--- src/rtl/bcd_tick_counter.sv ---
// Packed-BCD counter of rising edges on a sampled divided tick, with start/stop/clear control.
// Define TICK_SYNC_EN to pass clk_div_10 through a 2-flop synchronizer before edge detection.
module bcd_tick_counter #(
  parameter int unsigned DIGITS = 4,
  parameter int unsigned WRAP   = 1
) (
  input  logic                  clk,
  input  logic                  reset,
  input  logic                  clk_div_10,
  input  logic                  start,
  input  logic                  stop,
  input  logic                  clear,
  output logic [4*DIGITS-1:0]   count_out,
  output logic                  running,
  output logic                  tick_seen,
  output logic                  carry_out,
  output logic                  overflow
);

  localparam int unsigned W = 4 * DIGITS;

  typedef enum logic [1:0] {StIdle, StRun, StHold, StSat} state_e;

  state_e         r_state, w_state_next;
  logic [W-1:0]   r_count, w_count_next, w_inc;
  logic           r_prev, r_tick, r_carry, r_ovf;
  logic           w_tick_next, w_carry_next, w_ovf_next;
  logic           w_tick_in, w_edge, w_all9;

`ifdef TICK_SYNC_EN
  logic [1:0] r_sync;

  // Resets high so a tick already high at release does not look like an edge.
  always_ff @(posedge clk) begin
    if (!reset) r_sync <= 2'b11;
    else        r_sync <= {r_sync[0], clk_div_10};
  end

  assign w_tick_in = r_sync[1];
`else
  assign w_tick_in = clk_div_10;
`endif

  assign w_edge = w_tick_in & ~r_prev;

  always_comb begin
    logic c;
    c      = 1'b1;
    w_inc  = r_count;
    w_all9 = 1'b1;
    for (int unsigned i = 0; i < DIGITS; i++) begin
      if (r_count[4*i +: 4] != 4'd9) w_all9 = 1'b0;
      if (c) begin
        if (r_count[4*i +: 4] == 4'd9) begin
          w_inc[4*i +: 4] = 4'd0;
        end else begin
          w_inc[4*i +: 4] = r_count[4*i +: 4] + 4'd1;
          c               = 1'b0;
        end
      end
    end
  end

  always_comb begin
    w_state_next = r_state;
    w_count_next = r_count;
    w_tick_next  = 1'b0;
    w_carry_next = 1'b0;
    w_ovf_next   = r_ovf;
    if (clear) begin
      w_state_next = StIdle;
      w_count_next = '0;
      w_ovf_next   = 1'b0;
    end else begin
      unique case (r_state)
        StIdle, StHold: begin
          // Stop outranks start; an edge coincident with start is not counted.
          if (start && !stop) w_state_next = StRun;
        end
        StRun: begin
          if (w_edge) begin
            w_tick_next = 1'b1;
            if (w_all9) begin
              w_carry_next = 1'b1;
              w_ovf_next   = 1'b1;
              if (WRAP != 0) w_count_next = '0;
              else           w_state_next = StSat;
            end else begin
              w_count_next = w_inc;
            end
          end
          if (stop && w_state_next == StRun) w_state_next = StHold;
        end
        StSat: begin
          w_state_next = StSat;
        end
        default: begin
          w_state_next = StIdle;
        end
      endcase
    end
  end

  always_ff @(posedge clk) begin
    if (!reset) begin
      r_state <= StIdle;
      r_count <= '0;
      r_prev  <= 1'b1;
      r_tick  <= 1'b0;
      r_carry <= 1'b0;
      r_ovf   <= 1'b0;
    end else begin
      r_state <= w_state_next;
      r_count <= w_count_next;
      r_prev  <= w_tick_in;
      r_tick  <= w_tick_next;
      r_carry <= w_carry_next;
      r_ovf   <= w_ovf_next;
    end
  end

  assign count_out = r_count;
  assign running   = (r_state == StRun);
  assign tick_seen = r_tick;
  assign carry_out = r_carry;
  assign overflow  = r_ovf;

endmodule
--- config.mk ---
export PLATFORM = sky130hd
export DESIGN_NAME = bcd_tick_counter
export DESIGN_NICKNAME = d
export VERILOG_FILES = /design/src/rtl/bcd_tick_counter.sv
export SDC_FILE = /design/constraint.sdc
export NUM_CORES = 1
export LEC_CHECK = 0
export BUFFER_PORTS_ARGS = -buffer_cell sky130_fd_sc_hd__buf_2
export CAP_MARGIN = 20
export CORE_MARGIN = 2
export CORE_UTILIZATION = 56
export CTS_CLUSTER_SIZE = 16
export DETAILED_ROUTE_END_ITERATION = 12
export PLACE_DENSITY = 0.85
export SETUP_SLACK_MARGIN = 0.2
export SLEW_MARGIN = 20
export SYNTH_ARGS = -nofsm -noshare
export SYNTH_HDL_FRONTEND = slang
export SYNTH_SLANG_ARGS = --single-unit
--- constraint.sdc ---
create_clock -name clk -period 3.4 [get_ports clk]
set_clock_uncertainty 0.1 [all_clocks]
set_input_delay 0.17 -clock clk [delete_from_list [all_inputs] [get_ports clk]]
set_output_delay 0.17 -clock clk [all_outputs]
set_load 0.005 [all_outputs]
==> results of run 1 <==
==> area by class of cell <==
type                            count  share of cell area
Inverter                            6              0.0174
Timing Repair Buffer               27               0.112
Tap cell                           27              0.0261
Clock buffer                        3              0.0174
Sequential cell                    22               0.341
Multi-Input combinational cell     91               0.486
==> layout by cell type, fill, tap and decap left out, types with 2 or more instances in the layout <==
| master | count |
|---|---|
| a21oi_1 | 11 |
| a31o_1 | 2 |
| and3b_1 | 3 |
| buf_2 | 25 |
| clkbuf_4 | 3 |
| dfxtp_1 | 22 |
| dlygate4sd3_1 | 2 |
| ha_1 | 8 |
| inv_1 | 6 |
| mux2i_1 | 3 |
| nand2_1 | 11 |
| nand2b_1 | 2 |
| nand3_1 | 3 |
| nand3b_1 | 2 |
| nor2_1 | 15 |
| nor3_1 | 5 |
| o21ai_0 | 5 |
| or3_1 | 3 |
==> tightest hold or removal path, delay by kind of cell <==
kind,cells,cell delay [ns]
buf+inv,1,0.09
simple gates,1,0.09
compound gates,1,0.06
==> flip-flops by register name, summed over array words and instances (netlist names) <==
| name | flops |
|---|---|
| count_out | 16 |
| r_state | 2 |
| carry_out | 1 |
| overflow | 1 |
| r_prev | 1 |
| tick_seen | 1 |
==> cell families (layout without fill, tap and decap cells) <==
family	count (synthesis)	in the layout	share of synthesized area
multiplexers	3	3	0.0267
adder cells (fa/ha/maj)	8	8	0.0889
flip-flops	22	22	0.391
XOR/XNOR	1	1	0.00778
AO/OA/AOI/OAI	24	24	0.146
AND/OR/NAND/NOR	55	55	0.289
buffers and inverters	11	36	0.0511
==> power groups by stage <==
stage                     clock, mW  combinational [mW]  sequential [mW]
after floorplan                   0             0.00849            0.265
after global placement            0              0.0131            0.265
after detailed placement          0              0.0134            0.265
after CTS                     0.112              0.0153            0.260
after global routing          0.126              0.0170            0.260
final                         0.110              0.0154            0.260
==> worst max-delay path by stage <==
stage                       from             to
floorplan           count_out[0]  count_out[10]
global placement      r_state[1]  count_out[15]
detailed placement    r_state[0]  count_out[15]
CTS                   r_state[0]  count_out[15]
global route          r_state[0]  count_out[15]
finish                r_state[0]  count_out[15]
==> repair_timing <==
| action | 4_1_cts | 5_1_grt |
|---|---|---|
| setup buffers | 0 | 0 |
| hold endpoints to repair | 1 | 0 |
| resized for setup | 0 | 0 |
| hold buffers | 2 | 0 |
==> metrics by stage <==
| step | total power, mW | setup WS, ns | hold slack (ns) | instances |
|---|---|---|---|---|
| 6_report | 0.385 | 1.13 | 0.0449 | 176 |
| 5_1_grt | 0.403 | 0.896 | 0.0305 | 176 |
| 4_1_cts | 0.387 | 1.13 | 0.0444 | 176 |
| 3_5_place_dp | 0.279 | 1.14 | 0.285 | 171 |
| 3_3_place_gp | 0.278 | 1.23 | 0.267 | 171 |
| 2_1_floorplan | 0.274 | 1.71 | 0.143 | 124 |
==> layer usage <==
metal,vias up,GRT usage,part of all wire
met5,-,0,0
met4,0,0.0619,0.0060
met3,2,0.0307,0.021
met2,12,0.381,0.51
met1,439,0.209,0.46
li1,491,-,-
==> summary.md, run 1 <==
| Metric | Value |
|---|---|
| Clock network power share | `0.285` |
| Worst flop-to-flop path startpoint | `r_state[0]` |
| Dpl hpwl | `~1.6 mm` |
| Yosys top cell area share | `0.391` |
| Initial antenna violation count | `0` |
| Die width | `48.8 microns` |
| VDD IR max | `approximately 240 uV` |
| Sw Share | `0.203` |
| Max-cap viol count | `0` |
| H-tree depth | `1` |
| Starting density of the core | `0.586` |
| Synth cell count leaders | `22 x dfxtp_1, 15 x nor2_1, 11 x a21oi_1, 11 x nand2_1, 8 x ha_1` |
| Die Area | `roughly 2400 sq um` |
| Syn Inst Count | `~120` |
| Clock-pin slew on the worst setup and hold paths | `0.11 ns` |
| Fmax | `~440 MHz` |
| Critical path cell sequence | `nand4bb_1 -> nor4_4 -> a41oi_1 -> a311oi_2` |
| Share of layout cells above drive strength 1 | `0.242` |
| Pwr dens | `just under 300 nW/um^2` |
| Worst Path Buf+Inv | `0` |
| Startpoint Class | `flop` |
| Post-layout nets | `approximately 170` |
| Ports | `26` |
| Syn Nets | `between 100 and 150` |
| Critical Path RT | `roughly 3.5 ns` |
| Wire length per cell | `12.3 microns` |
| Prevailing post-synth register cell | `dfxtp_1` |
| Synthesized area | `between 1000 and 1500 sq um` |
| Top cells by area, synth | `dfxtp_1 39%, ha_1 8.9%, nor2_1 5.0%` |
| Endpoints failing setup | `0` |
| Number of global-route vias before repair | `around 910` |
| Worst-path maximum fanout | `11` |
| Relative slew slack | `0.480` |
| Delay-heaviest family, CP | `simple AND/OR/NAND/NOR gates` |
| Yosys warns | `0` |
| I/O Buffers | `25` |
| Reg2reg path depth | `4` |
| Iter 0 DRT Violations | `5` |
| Reg2Reg Setup Slack | `approximately 1.1 ns` |
| Die Ht | `approximately 50 microns` |
| Logic gate share of total power | `0.040` |
| R2r endpoint | `count_out[15]` |
| Post-synthesis sequential element count | `22` |
| Largest net degree at the start of global routing | `20` |
| Worst skew pair latency | `roughly 0.29 ns` |
| Clk buf depth | `2` |
| GPL Wtd Cong | `0.803` |
| Slew Limit Fails | `0` |
| CTS tree | `yes` |
| Status | `complete, no violations` |
| Tcrit/Tclk final | `0.669` |
| Crit path DAT | `around 2.4 ns` |
| Net Sw Power | `slightly below 80 uW` |
| Routed vias | `roughly 940` |
| Tot GR Track Use | `0.194` |
| Register area share after synthesis | `0.391` |
| Worst hold path stage count | `3` |
| ANT nets after route | `0` |
| Hold Fails Final Rpt | `0` |
| Residual DRC | `0` |
| Area growth, synth to finish | `14.8%` |
| HP Class | `input port to flop` |
| RSZ-0062 raised after global routing | `false` |
| WL final | `approximately 2.2 mm` |
| Clk root buf | `clkbuf_4` |
| Final core occ | `0.673` |
| Slowest cell on crit path | `nor4_4` |
| Grt ovf | `0` |
| CP Capture Type | `flop` |
| Number of CTS-inserted buffers | `3` |
| Rows | `16` |
| P_leak | `~0.57 nW` |
| Critical path depth | `4` |
| Min-delay src | `stop` |
| Pint | `approximately 310 uW` |
| Post-layout instance area | `around 1300 sq um` |
| Fin Setup TNS | `0 ns` |
| Multi-input gate area in the final layout | `about 630 sq um` |
| Area leader, netlist | `dfxtp_1` |
| Hold EP | `r_state[1]` |
| Min Tclk post-route | `roughly 2.3 ns` |
| Placeable Area | `1920 sq um` |
| Vias per cell | `between 5 and 6` |
| CP peak stage delay | `0.76 ns` |
| Least-Margin Pin Slew | `about 0.8 ns` |
| EDFF count, synth | `0` |
| Count leader, synth | `dfxtp_1` |
| Crit path kind | `flop to flop` |
| Placed Area | `1250 sq um` |
| First-pass GRT wire length | `around 3.7 mm` |
| Post-synthesis async set-or-reset flop share | `0` |
| N_diodes | `0` |
| Syn_area_per_cell | `approximately 9 sq um` |
| Synth unique cells | `36` |
| TritonCTS Sinks | `22` |
| DRT Pass-1 Iters | `3` |
| Sequential share of power | `0.675` |
| Register area | `approximately 440 sq um` |
| Fillers | `between 150 and 200` |
(Power assumes the default switching activity.)
==> run 2: changes to the inputs <==
- ABC_AREA: default -> 1
- CORE_UTILIZATION: 56 -> 54
- PLACE_DENSITY: 0.85 -> 0.82
- clock period: 3.4 -> 2.1 ns (I/O delays scaled with it)
==> summary.md, run 2 <==
| Metric | Value |
|---|---|
| Hold-fix buffers at CTS | `4 (+2)` |
| Post-layout nets | `205 (+24%)` |
| Pwr dens | `452 nW/um^2 (+52%)` |
| Max reg flops | `16 (unchanged)` |
| Prevailing post-synth register cell | `dfxtp_1` |
| Initial antenna violation count | `0 (unchanged)` |
| Tot GR Track Use | `0.199 (+0.00445)` |
| Post-synthesis mux area share | `0 (-0.0267)` |
| Clock-pin slew on the worst setup and hold paths | `0.12 ns (about the same)` |
| Worst hold path stage count | `5 (+2)` |
| Post-CTS Setup Bufs | `0 (unchanged)` |
| Tcrit/Tclk final | `0.772 (+0.103)` |
| Compound-gate portion of the synthesized area | `0.103 (-0.0430)` |
| Fin cells | `218 (+24%)` |
| Clk buf depth | `2 (unchanged)` |
| Largest net degree at the start of global routing | `16 (-20%)` |
| Syn Inst Count | `158 (+27%)` |
| Post-layout instance area | `1530 sq um (+18%)` |
| Net Sw Power | `150 uW (+92%)` |
| Commonest non-fill, non-tap cells in the layout | `29 x nand2_1, 25 x buf_2, 24 x nor2_1` |
| Dpl hpwl | `1.85 mm (+14%)` |
| HP Class | `input port to flop` |
| DRT Pass-1 Iters | `4 (+1)` |
| Yosys warns | `0 (unchanged)` |
| Post-synthesis async set-or-reset flop share | `0 (unchanged)` |
| Residual DRC | `0 (unchanged)` |
| Placeable Area | `2230 sq um (+16%)` |
| M1 WL | `1.14 mm (+14%)` |
| Critical Path RT | `2.18 ns (-1.32 ns)` |
| Die Ht | `52.9 microns (+8.4%)` |
| Area growth, synth to finish | `17.9%` |
| Syn_area_per_cell | `8.19 sq um (-9.8%)` |
| Endpoints failing setup | `0 (unchanged)` |
| Reg2Reg Setup Slack | `0.48 ns (-0.65 ns)` |
| Yosys top cell area share | `0.340 (-0.0507)` |
| RSZ-0062 raised after global routing | `false` |
| Min-delay src | `start` |
| CP Capture Type | `flop` |
| Number of global-route vias before repair | `990 (+9.4%)` |
| Register area share after synthesis | `0.340 (-0.0507)` |
| Reg2reg path depth | `8 (+4)` |
| Highest routed layer | `met4` |
| Wire length per cell | `11.2 microns (-8.8%)` |
| Logic gate share of total power | `0.048 (+0.008)` |
| VDD IR max | `349 uV (+45%)` |
| Placed Area | `1450 sq um (+16%)` |
| Metal3 WL | `106 microns (+130%)` |
| Routed vias | `1100 (+17%)` |
| H-tree depth | `1 (unchanged)` |
| R2r endpoint | `count_out[9]` |
| Adder and majority gate portion of the synthesized area | `0.0774 (-0.0115)` |
| GPL Wtd Cong | `0.791 (-1.5%)` |
| Area leader, netlist | `dfxtp_1` |
| Die Area | `2800 sq um (+18%)` |
| I/O Buffers | `25 (unchanged)` |
| Clock network power share | `0.343 (+0.058)` |
| Post-Synth XOR/XNOR Area | `0.0338 (+0.0261)` |
| ANT nets after route | `0 (unchanged)` |
| Largest family of logic cells by synthesized area | `simple AND/OR/NAND/NOR gates` |
| Least-Margin Pin Slew | `0.539 ns (-0.240 ns)` |
| Slew Limit Fails | `0 (unchanged)` |
| Clk root buf | `clkbuf_4` |
| Most common cell after layout, fill and taps aside | `nand2_1` |
| Worst-path maximum fanout | `6 (-5)` |
| Top cells by area, synth | `dfxtp_1 34%, nand2_1 8.4%, ha_1 7.7%` |
| Synth Area in Simple Gates | `0.379 (+0.0902)` |
| Count leader, synth | `nand2_1` |
| Sw Share | `0.218 (+0.0145)` |
| Crit path kind | `flop to flop` |
| Hold Fails Final Rpt | `0 (unchanged)` |
| TritonCTS Sinks | `22 (unchanged)` |
| Pint | `539 uW (+76%)` |
| Rows | `17 (+1)` |
| Syn Nets | `172 (+25%)` |
| Grt ovf | `0 (unchanged)` |
| Hold EP | `r_state[0]` |
| Synthesized area | `1290 sq um (+15%)` |
| Status | `complete, no violations` |
| Post_cts resized | `0 (unchanged)` |
| WL final | `2.45 mm (+13%)` |
| Worst flop-to-flop path startpoint | `count_out[0]` |
| Starting density of the core | `0.579 (-0.00667)` |
| First-pass GRT wire length | `4.12 mm (+12%)` |
| P_leak | `0.725 nW (+27%)` |
| Share of layout cells above drive strength 1 | `0.332 (+0.0900)` |
| Fin Setup TNS | `0 ns (unchanged)` |
| Sequential share of power | `0.610 (-0.065)` |
| Crit path DAT | `1.70 ns (-0.68 ns)` |
| Iter 0 DRT Violations | `13 (+8)` |
| Die width | `52.9 microns (+8.4%)` |
| Number of CTS-inserted buffers | `3 (unchanged)` |
| Ports | `26 (unchanged)` |
| Synth unique cells | `28 (-22%)` |
| Max-cap viol count | `0 (unchanged)` |
| CTS tree | `yes` |
| Fillers | `202 (+16%)` |
| Post-synthesis sequential element count | `22 (unchanged)` |
| Metal2 WL | `1.17 mm (+5.3%)` |
| Min Tclk post-route | `1.62 ns (-0.653 ns)` |
| N_diodes | `0 (unchanged)` |
| Vias per cell | `5.05 (-5.9%)` |
| Synth cell count leaders | `29 x nand2_1, 24 x nor2_1, 22 x dfxtp_1` |
| Relative slew slack | `0.640 (+0.160)` |
| Worst skew pair latency | `0.31 ns (+0.02 ns)` |
| Fmax | `617 MHz (+40%)` |
| EDFF count, synth | `0 (unchanged)` |
| Placed Cells | `210 (+23%)` |
| Startpoint Class | `flop` |
## run 2: cell count changes after synthesis, moves of 4 or more
cell     change
nand2_1     +18
inv_1       +10
nor2_1       +9
nor2_2       +6
nor3_1       -5
o21ai_0      -5
inv_2        +4
nand2_2      +4
nor2_4       +4
nor2_8       +4
xor2_1       +4
## run 2: power by group through the flow
stage / clock (mW) / combinational [mW] / sequential, mW
3_3_place_gp: 0 / 0.0262 / 0.429
5_1_grt: 0.263 / 0.0365 / 0.420
4_1_cts: 0.240 / 0.0331 / 0.420
6_report: 0.236 / 0.0329 / 0.420
3_5_place_dp: 0 / 0.0272 / 0.429
2_1_floorplan: 0 / 0.0180 / 0.429
## run 2: how the worst max path moves through the flow
stage / cells after the start / slack (ns) / end / start
floorplan: 8 / 0.63 / count_out[10] / count_out[0]
finish: 8 / 0.48 / count_out[9] / count_out[0]
CTS: 8 / 0.47 / count_out[9] / count_out[0]
global placement: 6 / 0.58 / count_out[14] / count_out[8]
detailed placement: 8 / 0.49 / count_out[10] / count_out[0]
global route: 8 / 0.35 / count_out[11] / count_out[0]
## run 2: through the flow
step | setup WS, ns | hold slack (ns) | utilization | power, mW
final | 0.480 | 0.0499 | 0.683 | 0.689
after global routing | 0.348 | 0.0871 | 0.683 | 0.720
after CTS | 0.468 | 0.0438 | 0.683 | 0.693
after detailed placement | 0.486 | 0.208 | 0.649 | 0.457
after global placement | 0.582 | 0.190 | 0.649 | 0.456
after floorplan | 0.632 | 0.0738 | - | 0.447
## run 2: layout make-up
class / instances / area (sq um) / area share
Tap cell: 28 / 35.0 / 0.0230
Sequential cell: 22 / 440 / 0.289
Multi-Input combinational cell: 114 / 767 / 0.503
Clock buffer: 4 / 36.3 / 0.0238
Timing Repair Buffer: 29 / 165 / 0.108
Inverter: 21 / 81.3 / 0.0533
## run 2: logic make-up (layout without fill, tap and decap cells)
logic type                 Yosys count  in the layout
AOI/OAI and AO/OA                   19             19
xor gates and xnor gates             5              5
DFF                                 22             22
and+or+nand+nor                     82             82
buffers and inverters               22             54
adders and majority gates            8              8
## run 2: worst max-delay path: stages (launching register included)
cell and delay (ns):
dfxtp_1 0.46, ha_1 0.21, nand2_2 0.09, nor2_8 0.17, inv_4 0.07, nor2_8 0.16
nand2_2 0.10, nand2_1 0.06, a21oi_1 0.06
## run 2: per-layer routing
layer | track usage | vias up
met1 | 0.254 | 506
met3 | 0.0339 | 5
met5 | 0 | -
met4 | 0.0812 | 0
li1 | - | 565
met2 | 0.329 | 24
